## src/rtl/mii_tx_pkg.sv

```systemverilog
// Shared types and constants for the MII transmit framer: state encoding,
// frame timing constants and reflected CRC-32 parameters.
package mii_tx_pkg;

  typedef enum logic [2:0] {
    ST_IDLE,
    ST_PREAMBLE,
    ST_SFD,
    ST_DATA,
    ST_PAD,
    ST_FCS,
    ST_ABORT,
    ST_IFG
  } tx_state_e;

  localparam int PREAMBLE_NIBBLES = 15;
  localparam int IFG_NIBBLES      = 24;
  localparam int MIN_FRAME_BYTES  = 60;
  localparam int FCS_NIBBLES      = 8;

  localparam logic [31:0] CRC_INIT      = 32'hFFFF_FFFF;
  localparam logic [31:0] CRC_POLY_REFL = 32'hEDB8_8320;
  // Register value after running the CRC over a frame plus its own FCS.
  localparam logic [31:0] CRC_RESIDUE   = 32'hDEBB_20E3;

endpackage

```

## src/rtl/mii_tx_framer_if.sv

```systemverilog
// MAC-side byte stream into the framer: valid/ready handshake with
// last and error qualifiers.
interface mii_tx_framer_if;
  logic [7:0] tx_mac_data;
  logic       tx_mac_valid;
  logic       tx_mac_last;
  logic       tx_mac_err;
  logic       tx_mac_ready;

  modport master (
    output tx_mac_data, tx_mac_valid, tx_mac_last, tx_mac_err,
    input  tx_mac_ready
  );

  modport slave (
    input  tx_mac_data, tx_mac_valid, tx_mac_last, tx_mac_err,
    output tx_mac_ready
  );
endinterface

```

## src/rtl/mii_tx_framer_crc32_nibble.sv

```systemverilog
// Combinational reflected CRC-32 update for one nibble, LSB of the nibble
// shifted in first (matches MII nibble order).
module crc32_nibble
  import mii_tx_pkg::*;
(
  input  logic [31:0] crc,
  input  logic [3:0]  nibble,
  output logic [31:0] crc_next
);

  always_comb begin
    crc_next = crc;
    for (int i = 0; i < 4; i++)
      crc_next = (crc_next[0] ^ nibble[i]) ? ((crc_next >> 1) ^ CRC_POLY_REFL)
                                           : (crc_next >> 1);
  end

endmodule

```

## src/rtl/mii_tx_framer.sv

```systemverilog
// MII transmit framer: preamble/SFD, byte-to-nibble data, optional padding
// (build with MII_TX_PAD_EN), FCS, underrun abort and inter-frame gap.
module mii_tx_framer
  import mii_tx_pkg::*;
(
  input  logic            phy_tx_clk,
  input  logic            reset,
  mii_tx_framer_if.slave  mac,
  output logic [3:0]      phy_txd,
  output logic            phy_tx_en,
  output logic            phy_tx_err
);

  tx_state_e   state;
  logic [4:0]  nib_cnt;
  logic [10:0] byte_cnt;
  logic [10:0] byte_cnt_inc;
  logic [31:0] crc;
  logic [31:0] crc_upd;
  logic [3:0]  crc_din;
  logic [7:0]  hold_data;
  logic        hold_err;
  logic        hi_phase;
  logic        last_seen;
  logic        ready;
  logic        accept;
  logic        pad_needed;

  assign mac.tx_mac_ready = ready;
  assign accept           = mac.tx_mac_valid & ready;
  assign byte_cnt_inc     = (byte_cnt == 11'h7FF) ? byte_cnt : byte_cnt + 11'd1;

`ifdef MII_TX_PAD_EN
  assign pad_needed = (byte_cnt < 11'(MIN_FRAME_BYTES));
`else
  assign pad_needed = 1'b0;
`endif

  // Nibble entering the CRC on this edge: the held high nibble, the low
  // nibble of a byte being accepted, or zero while padding.
  always_comb begin
    crc_din = 4'h0;
    if (state == ST_DATA && !hi_phase) crc_din = hold_data[7:4];
    else if (accept)                   crc_din = mac.tx_mac_data[3:0];
  end

  crc32_nibble u_crc (
    .crc      (crc),
    .nibble   (crc_din),
    .crc_next (crc_upd)
  );

  always_ff @(posedge phy_tx_clk or negedge reset) begin
    if (!reset) begin
      state      <= ST_IDLE;
      nib_cnt    <= '0;
      byte_cnt   <= '0;
      crc        <= CRC_INIT;
      hold_data  <= '0;
      hold_err   <= 1'b0;
      hi_phase   <= 1'b0;
      last_seen  <= 1'b0;
      ready      <= 1'b0;
      phy_txd    <= 4'h0;
      phy_tx_en  <= 1'b0;
      phy_tx_err <= 1'b0;
    end else begin
      if (accept) begin
        byte_cnt  <= byte_cnt_inc;
        hold_data <= mac.tx_mac_data;
        hold_err  <= mac.tx_mac_err;
        last_seen <= mac.tx_mac_last;
      end
      case (state)
        ST_IDLE, ST_IFG: begin
          phy_txd    <= 4'h0;
          phy_tx_en  <= 1'b0;
          phy_tx_err <= 1'b0;
          ready      <= 1'b0;
          if (state == ST_IDLE) begin
            byte_cnt <= '0;
            crc      <= CRC_INIT;
          end
          if (state == ST_IFG && nib_cnt != 5'(IFG_NIBBLES - 1)) begin
            nib_cnt <= nib_cnt + 5'd1;
          end else if (mac.tx_mac_valid) begin
            state     <= ST_PREAMBLE;
            nib_cnt   <= '0;
            byte_cnt  <= '0;
            crc       <= CRC_INIT;
            last_seen <= 1'b0;
            phy_txd   <= 4'h5;
            phy_tx_en <= 1'b1;
          end else begin
            state <= ST_IDLE;
          end
        end
        ST_PREAMBLE: begin
          if (nib_cnt == 5'(PREAMBLE_NIBBLES - 1)) begin
            state   <= ST_SFD;
            phy_txd <= 4'hD;
            ready   <= 1'b1;
          end else begin
            nib_cnt <= nib_cnt + 5'd1;
          end
        end
        ST_SFD, ST_DATA: begin
          if (state == ST_DATA && !hi_phase) begin
            phy_txd    <= hold_data[7:4];
            phy_tx_err <= hold_err;
            crc        <= crc_upd;
            hi_phase   <= 1'b1;
            ready      <= !last_seen;
          end else if (state == ST_DATA && last_seen) begin
            phy_tx_err <= 1'b0;
            if (pad_needed) begin
              state    <= ST_PAD;
              hi_phase <= 1'b0;
              phy_txd  <= 4'h0;
              crc      <= crc_upd;
            end else begin
              state   <= ST_FCS;
              nib_cnt <= '0;
              phy_txd <= ~crc[3:0];
              crc     <= crc >> 4;
            end
          end else if (mac.tx_mac_valid) begin
            state      <= ST_DATA;
            hi_phase   <= 1'b0;
            phy_txd    <= mac.tx_mac_data[3:0];
            phy_tx_err <= mac.tx_mac_err;
            crc        <= crc_upd;
            ready      <= 1'b0;
          end else begin
            // Underrun: MAC had no byte when one was due.
            state      <= ST_ABORT;
            nib_cnt    <= '0;
            phy_txd    <= 4'h0;
            phy_tx_err <= 1'b1;
            ready      <= 1'b0;
          end
        end
        ST_PAD: begin
          if (!hi_phase) begin
            hi_phase <= 1'b1;
            crc      <= crc_upd;
            byte_cnt <= byte_cnt_inc;
          end else if (byte_cnt >= 11'(MIN_FRAME_BYTES)) begin
            state   <= ST_FCS;
            nib_cnt <= '0;
            phy_txd <= ~crc[3:0];
            crc     <= crc >> 4;
          end else begin
            hi_phase <= 1'b0;
            crc      <= crc_upd;
          end
        end
        ST_FCS: begin
          if (nib_cnt == 5'(FCS_NIBBLES - 1)) begin
            state     <= ST_IFG;
            nib_cnt   <= '0;
            phy_txd   <= 4'h0;
            phy_tx_en <= 1'b0;
          end else begin
            nib_cnt <= nib_cnt + 5'd1;
            phy_txd <= ~crc[3:0];
            crc     <= crc >> 4;
          end
        end
        ST_ABORT: begin
          if (nib_cnt == 5'd1) begin
            state      <= ST_IFG;
            nib_cnt    <= '0;
            phy_tx_en  <= 1'b0;
            phy_tx_err <= 1'b0;
          end else begin
            nib_cnt <= nib_cnt + 5'd1;
          end
        end
        default: state <= ST_IDLE;
      endcase
    end
  end

endmodule

```

## src/flat_wrapper.sv

```systemverilog
// flat-port wrapper written by rule: the top's interface ports become plain ports
module mii_tx_framer_flat import mii_tx_pkg::*;
  (phy_tx_clk, reset, phy_txd, phy_tx_en, phy_tx_err, mac_tx_mac_data, mac_tx_mac_valid, mac_tx_mac_last, mac_tx_mac_err, mac_tx_mac_ready);
  mii_tx_framer_if mac_i ();
  input  logic phy_tx_clk;
  input  logic reset;
  output logic [3:0] phy_txd;
  output logic phy_tx_en;
  output logic phy_tx_err;
  input wire logic [$bits(mac_i.tx_mac_data)-1:0] mac_tx_mac_data;
  input wire logic [$bits(mac_i.tx_mac_valid)-1:0] mac_tx_mac_valid;
  input wire logic [$bits(mac_i.tx_mac_last)-1:0] mac_tx_mac_last;
  input wire logic [$bits(mac_i.tx_mac_err)-1:0] mac_tx_mac_err;
  output wire logic [$bits(mac_i.tx_mac_ready)-1:0] mac_tx_mac_ready;
  assign mac_i.tx_mac_data = mac_tx_mac_data;
  assign mac_i.tx_mac_valid = mac_tx_mac_valid;
  assign mac_i.tx_mac_last = mac_tx_mac_last;
  assign mac_i.tx_mac_err = mac_tx_mac_err;
  assign mac_tx_mac_ready = mac_i.tx_mac_ready;
  mii_tx_framer u_core (.phy_tx_clk(phy_tx_clk), .reset(reset), .mac(mac_i), .phy_txd(phy_txd), .phy_tx_en(phy_tx_en), .phy_tx_err(phy_tx_err));
endmodule
```

## config.mk

```make
export PLATFORM = sky130hd
export DESIGN_NAME = mii_tx_framer_flat
export DESIGN_NICKNAME = d
export VERILOG_FILES = /design/src/rtl/mii_tx_pkg.sv /design/src/rtl/mii_tx_framer_if.sv /design/src/rtl/mii_tx_framer_crc32_nibble.sv /design/src/rtl/mii_tx_framer.sv /design/src/flat_wrapper.sv
export SDC_FILE = /design/constraint.sdc
export NUM_CORES = 1
export LEC_CHECK = 0
export ABC_AREA = 1
export ABC_CLOCK_PERIOD_IN_PS = 5080
export CORE_ASPECT_RATIO = 1.1
export CORE_MARGIN = 10
export CORE_UTILIZATION = 38
export CTS_CLUSTER_SIZE = 14
export DETAILED_ROUTE_END_ITERATION = 8
export PLACE_DENSITY = 0.62
export SLEW_MARGIN = 20
export SYNTH_ARGS = -nofsm -noshare
export SYNTH_HDL_FRONTEND = slang
export SYNTH_SLANG_ARGS = --single-unit
```

## constraint.sdc

```tcl
create_clock -name phy_tx_clk -period 5.08 [get_ports phy_tx_clk]
set_input_delay 0.762 -clock phy_tx_clk [delete_from_list [all_inputs] [get_ports phy_tx_clk]]
set_output_delay 0.762 -clock phy_tx_clk [all_outputs]
set_load 0.02 [all_outputs]
```

==> results.txt <==
Status -> finished, final reports clean
CP Data Required Time -> 5.36 ns
Drt wl/cell -> 15.4 um
CTS Buf Count -> 9
Die Y -> 135 um
Synth Area in Compound Gates -> 18.4%
Hold Crit Class -> flop to flop
Post-Route WL -> 12.9 mm
Tcrit/Tclk final -> 63.4%
Clk buf depth -> 2
Largest net degree at the start of global routing -> 66
Share of layout cells above drive strength 1 -> 13.2%
Slew Limit Fails -> 0
Vias in the first global route -> 4193
Pre-CTS setup slack -> 1.51 ns
Asr flop ratio synth -> 100%
Startpoint types -> primary input
Sum Neg Setup Slack -> 0 ns
Mean Syn Cell Area -> 6.93 um^2
Adder-Cell Fraction of Synth Area -> 1.91%
Rel. slew slack -> 44.0%
P&R area growth vs syn -> 13.0%
Setup-failing EPs final -> 0
Critical path fanouts, max -> 16
Critical path type -> primary input to flop
Synth Register Bits -> 65
Filler instances -> 1228
Multiplexer share of the synthesized area -> 0%
Num rows -> 42
CTS H-Tree Depth -> 3
Nets -> 698
Initial Util -> 38.4%
Synth top area cells -> dfstp_2, dfrtp_1, nand2_1, inv_1, o21ai_0
Netlist cell types -> 50
DR vias/cell -> 5.37
Fmax achieved -> 311 MHz
Synth Flop Type -> dfrtp_1
Crit-path cells -> clkdlybuf4s50_1, nand2_2, inv_1, nand2_1, nand2_2, nand2_1, nand2_1, nand2_1, nand2_1, nand2_2, nand2_1, nand3_1, nand2_1, nand2_1, nand2_1, nand2_1, nand2_1
Number of synthesized flops with an enable pin -> 0
Port Buffer Count -> 19
Cell mode on critical path -> nand2_1
Total gr overflow -> 0
Minimum clock period -> 3.22 ns
Simple-Gate Fraction of Synth Area -> 33.4%
Maxcap violations -> 0
Syn nets -> 681
I/O pin cnt -> 20
Clock Latency Late Sink -> 0.34 ns
Post-synthesis xor/xnor area fraction -> 1.72%
CP max-delay cell -> clkdlybuf4s50_1
Footprint of the multi-input gates -> 0.00254 mm^2
Post-CTS Resized -> 0
Delay-heaviest family, CP -> simple AND/OR/NAND/NOR gates
Unrepaired setup endpoints after global routing -> false
Netlist Area Pre-Place -> 0.00458 mm^2
Final worst slack -> 1.86 ns
Root Buffer -> clkbuf_16
Post-DRT Antenna Nets -> 0
DRC viols -> 0
Placed cell count -> 821
Cell taking the most area after synthesis -> dfstp_2
Largest stage delay on the critical path -> 0.69 ns
Total Die Area -> 0.0169 mm^2
Inserted Diodes -> 0
DRT iter0 DRCs -> 406
Core area -> 0.0119 mm^2
Worst-Margin Slew -> 0.840 ns
Syn. warnings -> 0
CP bufs+invs -> 2
Main combinational cell family by area after synthesis -> simple AND/OR/NAND/NOR gates
Final cell count without fillers -> 837
Fin. Hold Viols -> 0
Routability congestion estimate -> 0.973
Crit end category -> flop
CP Data Arrival Time -> 3.50 ns
First-pass GRT wire length -> 21.3 mm
Register area share after synthesis -> 36.4%
Reg area -> 0.00167 mm^2
Vias -> 4496
Total GRT Usage -> 15.3%
CTS tree -> yes
Area share of the largest cell type after synthesis -> 18.4%
Hold buffers post-CTS -> 0
Clock-pin slew on the worst setup and hold paths -> 0.05 ns
Die Width -> 125 um
Initial antenna violation count -> 0
Syn Inst Count -> 661
Final HPWL DP -> 9.58 mm
DR pass1 iterations -> 5
Clock skew -> 0.00583 ns
Setup bufs post-CTS -> 0
CTS Sinks -> 65
==> logic make-up after synthesis <==
group / after synthesis
compound gates: 144
xor+xnor: 9
fa+ha+maj: 7
buf+inv: 93
flops: 65
simple gates: 343
==> synthesized netlist by cell type, types with 2 or more instances <==
library cell    n
o21ai_1        10
nand3_2         4
nand2_4         2
nand3_1        39
a2bb2oi_1       2
nor3_1          6
nand2_2        16
nand2_1       211
xor2_1          8
o311ai_1        2
ha_1            7
a31oi_1         4
dfrtp_1        33
inv_2           7
a21oi_1        41
o21ai_0        52
o21a_1          3
nor2_4          2
o22ai_1         4
a22oi_1         2
buf_4           6
inv_1          71
buf_2           4
nor2_8          2
o211ai_1       12
nor2_1         45
dfstp_2        32
or2_2           3
nand4_1         8
clkbuf_1        3
==> through the flow <==
step	instance area (um^2)	util, %	hold slack [ns]
2_1_floorplan	4580	-	0.441
3_3_place_gp	4880	40.9	0.472
3_5_place_dp	4880	40.9	0.476
4_1_cts	5170	43.4	0.485
5_1_grt	5170	43.4	0.517
6_report	5170	43.4	0.480
==> area by class of cell <==
type	count	share of cell area (%)
flip-flops and latches	65	32.2
well taps	154	3.72
inverters	79	5.73
clock inverters	3	0.774
clock buffers	13	4.84
repair buffers	20	3.72
multi-input cells	503	49.0
==> placed cells by master (no fill, tap or decap), drive strengths merged <==
master / instances
inv: 78
a21o: 1
ha: 7
o22ai: 4
a221oi: 1
clkdlybuf4s50: 18
o21a: 3
or2: 3
buf: 2
nand4: 8
a32oi: 1
nand3: 43
a2bb2oi: 2
o21ai: 63
nor4: 2
xor2: 8
a22oi: 2
o32ai: 1
dfstp: 32
dfrtp: 33
o211ai: 13
nor2: 49
a41oi: 1
nand2: 229
clkinv: 3
nor3b: 1
o2111ai: 1
o311ai: 2
o31ai: 1
a31oi: 4
xnor2: 1
o221ai: 1
nor3: 7
nand3b: 1
clkbuf: 13
a21oi: 43
bufinv: 1
==> final timing paths <==
kind / startpoint / to / slack [ns] / depth (start not counted)
setup reg to reg: u_core.state[2] / u_core.crc[5] / 2.15 / 12
max in group asynchronous: reset / u_core.byte_cnt[5] / 3.92 / 2
min in group asynchronous: reset / u_core.nib_cnt[0] / 0.62 / 2
hold / removal: u_core.crc[19] / u_core.crc[19] / 0.48 / 2
setup / recovery: mac_tx_mac_valid / u_core.crc[19] / 1.86 / 17
hold reg to reg: u_core.crc[19] / u_core.crc[19] / 0.48 / 2
==> layer usage <==
layer | vias up | GRT usage [%] | routed length [um]
li1 | 2216 | - | -
met3 | 27 | 2.74 | 596
met1 | 2101 | 18.7 | 5700
met2 | 152 | 25.5 | 6230
met5 | - | 0 | 0
met4 | 0 | 7.51 | 337
==> worst min-delay path: cells and delay by family, from the launching register on <==
family,cells,cell delay (ns)
and+or+nand+nor,2,0.11
DFF,1,0.37
==> sequential cells by signal (all words and copies together) (netlist names) <==
| name | cells |
|---|---|
| u_core.phy_txd | 4 |
| u_core.state | 3 |
| u_core.nib_cnt | 5 |
| u_core.hold_err | 1 |
| u_core.last_seen | 1 |
| u_core.hold_data | 4 |
| u_core.phy_tx_en | 1 |
| u_core.crc | 32 |
| u_core.hi_phase | 1 |
| u_core.byte_cnt | 11 |
| u_core.phy_tx_err | 1 |
| u_core.mac.tx_mac_ready | 1 |
Power is not shown: default switching activity piles up to over one toggle a cycle in this logic, so the estimate is an artifact.
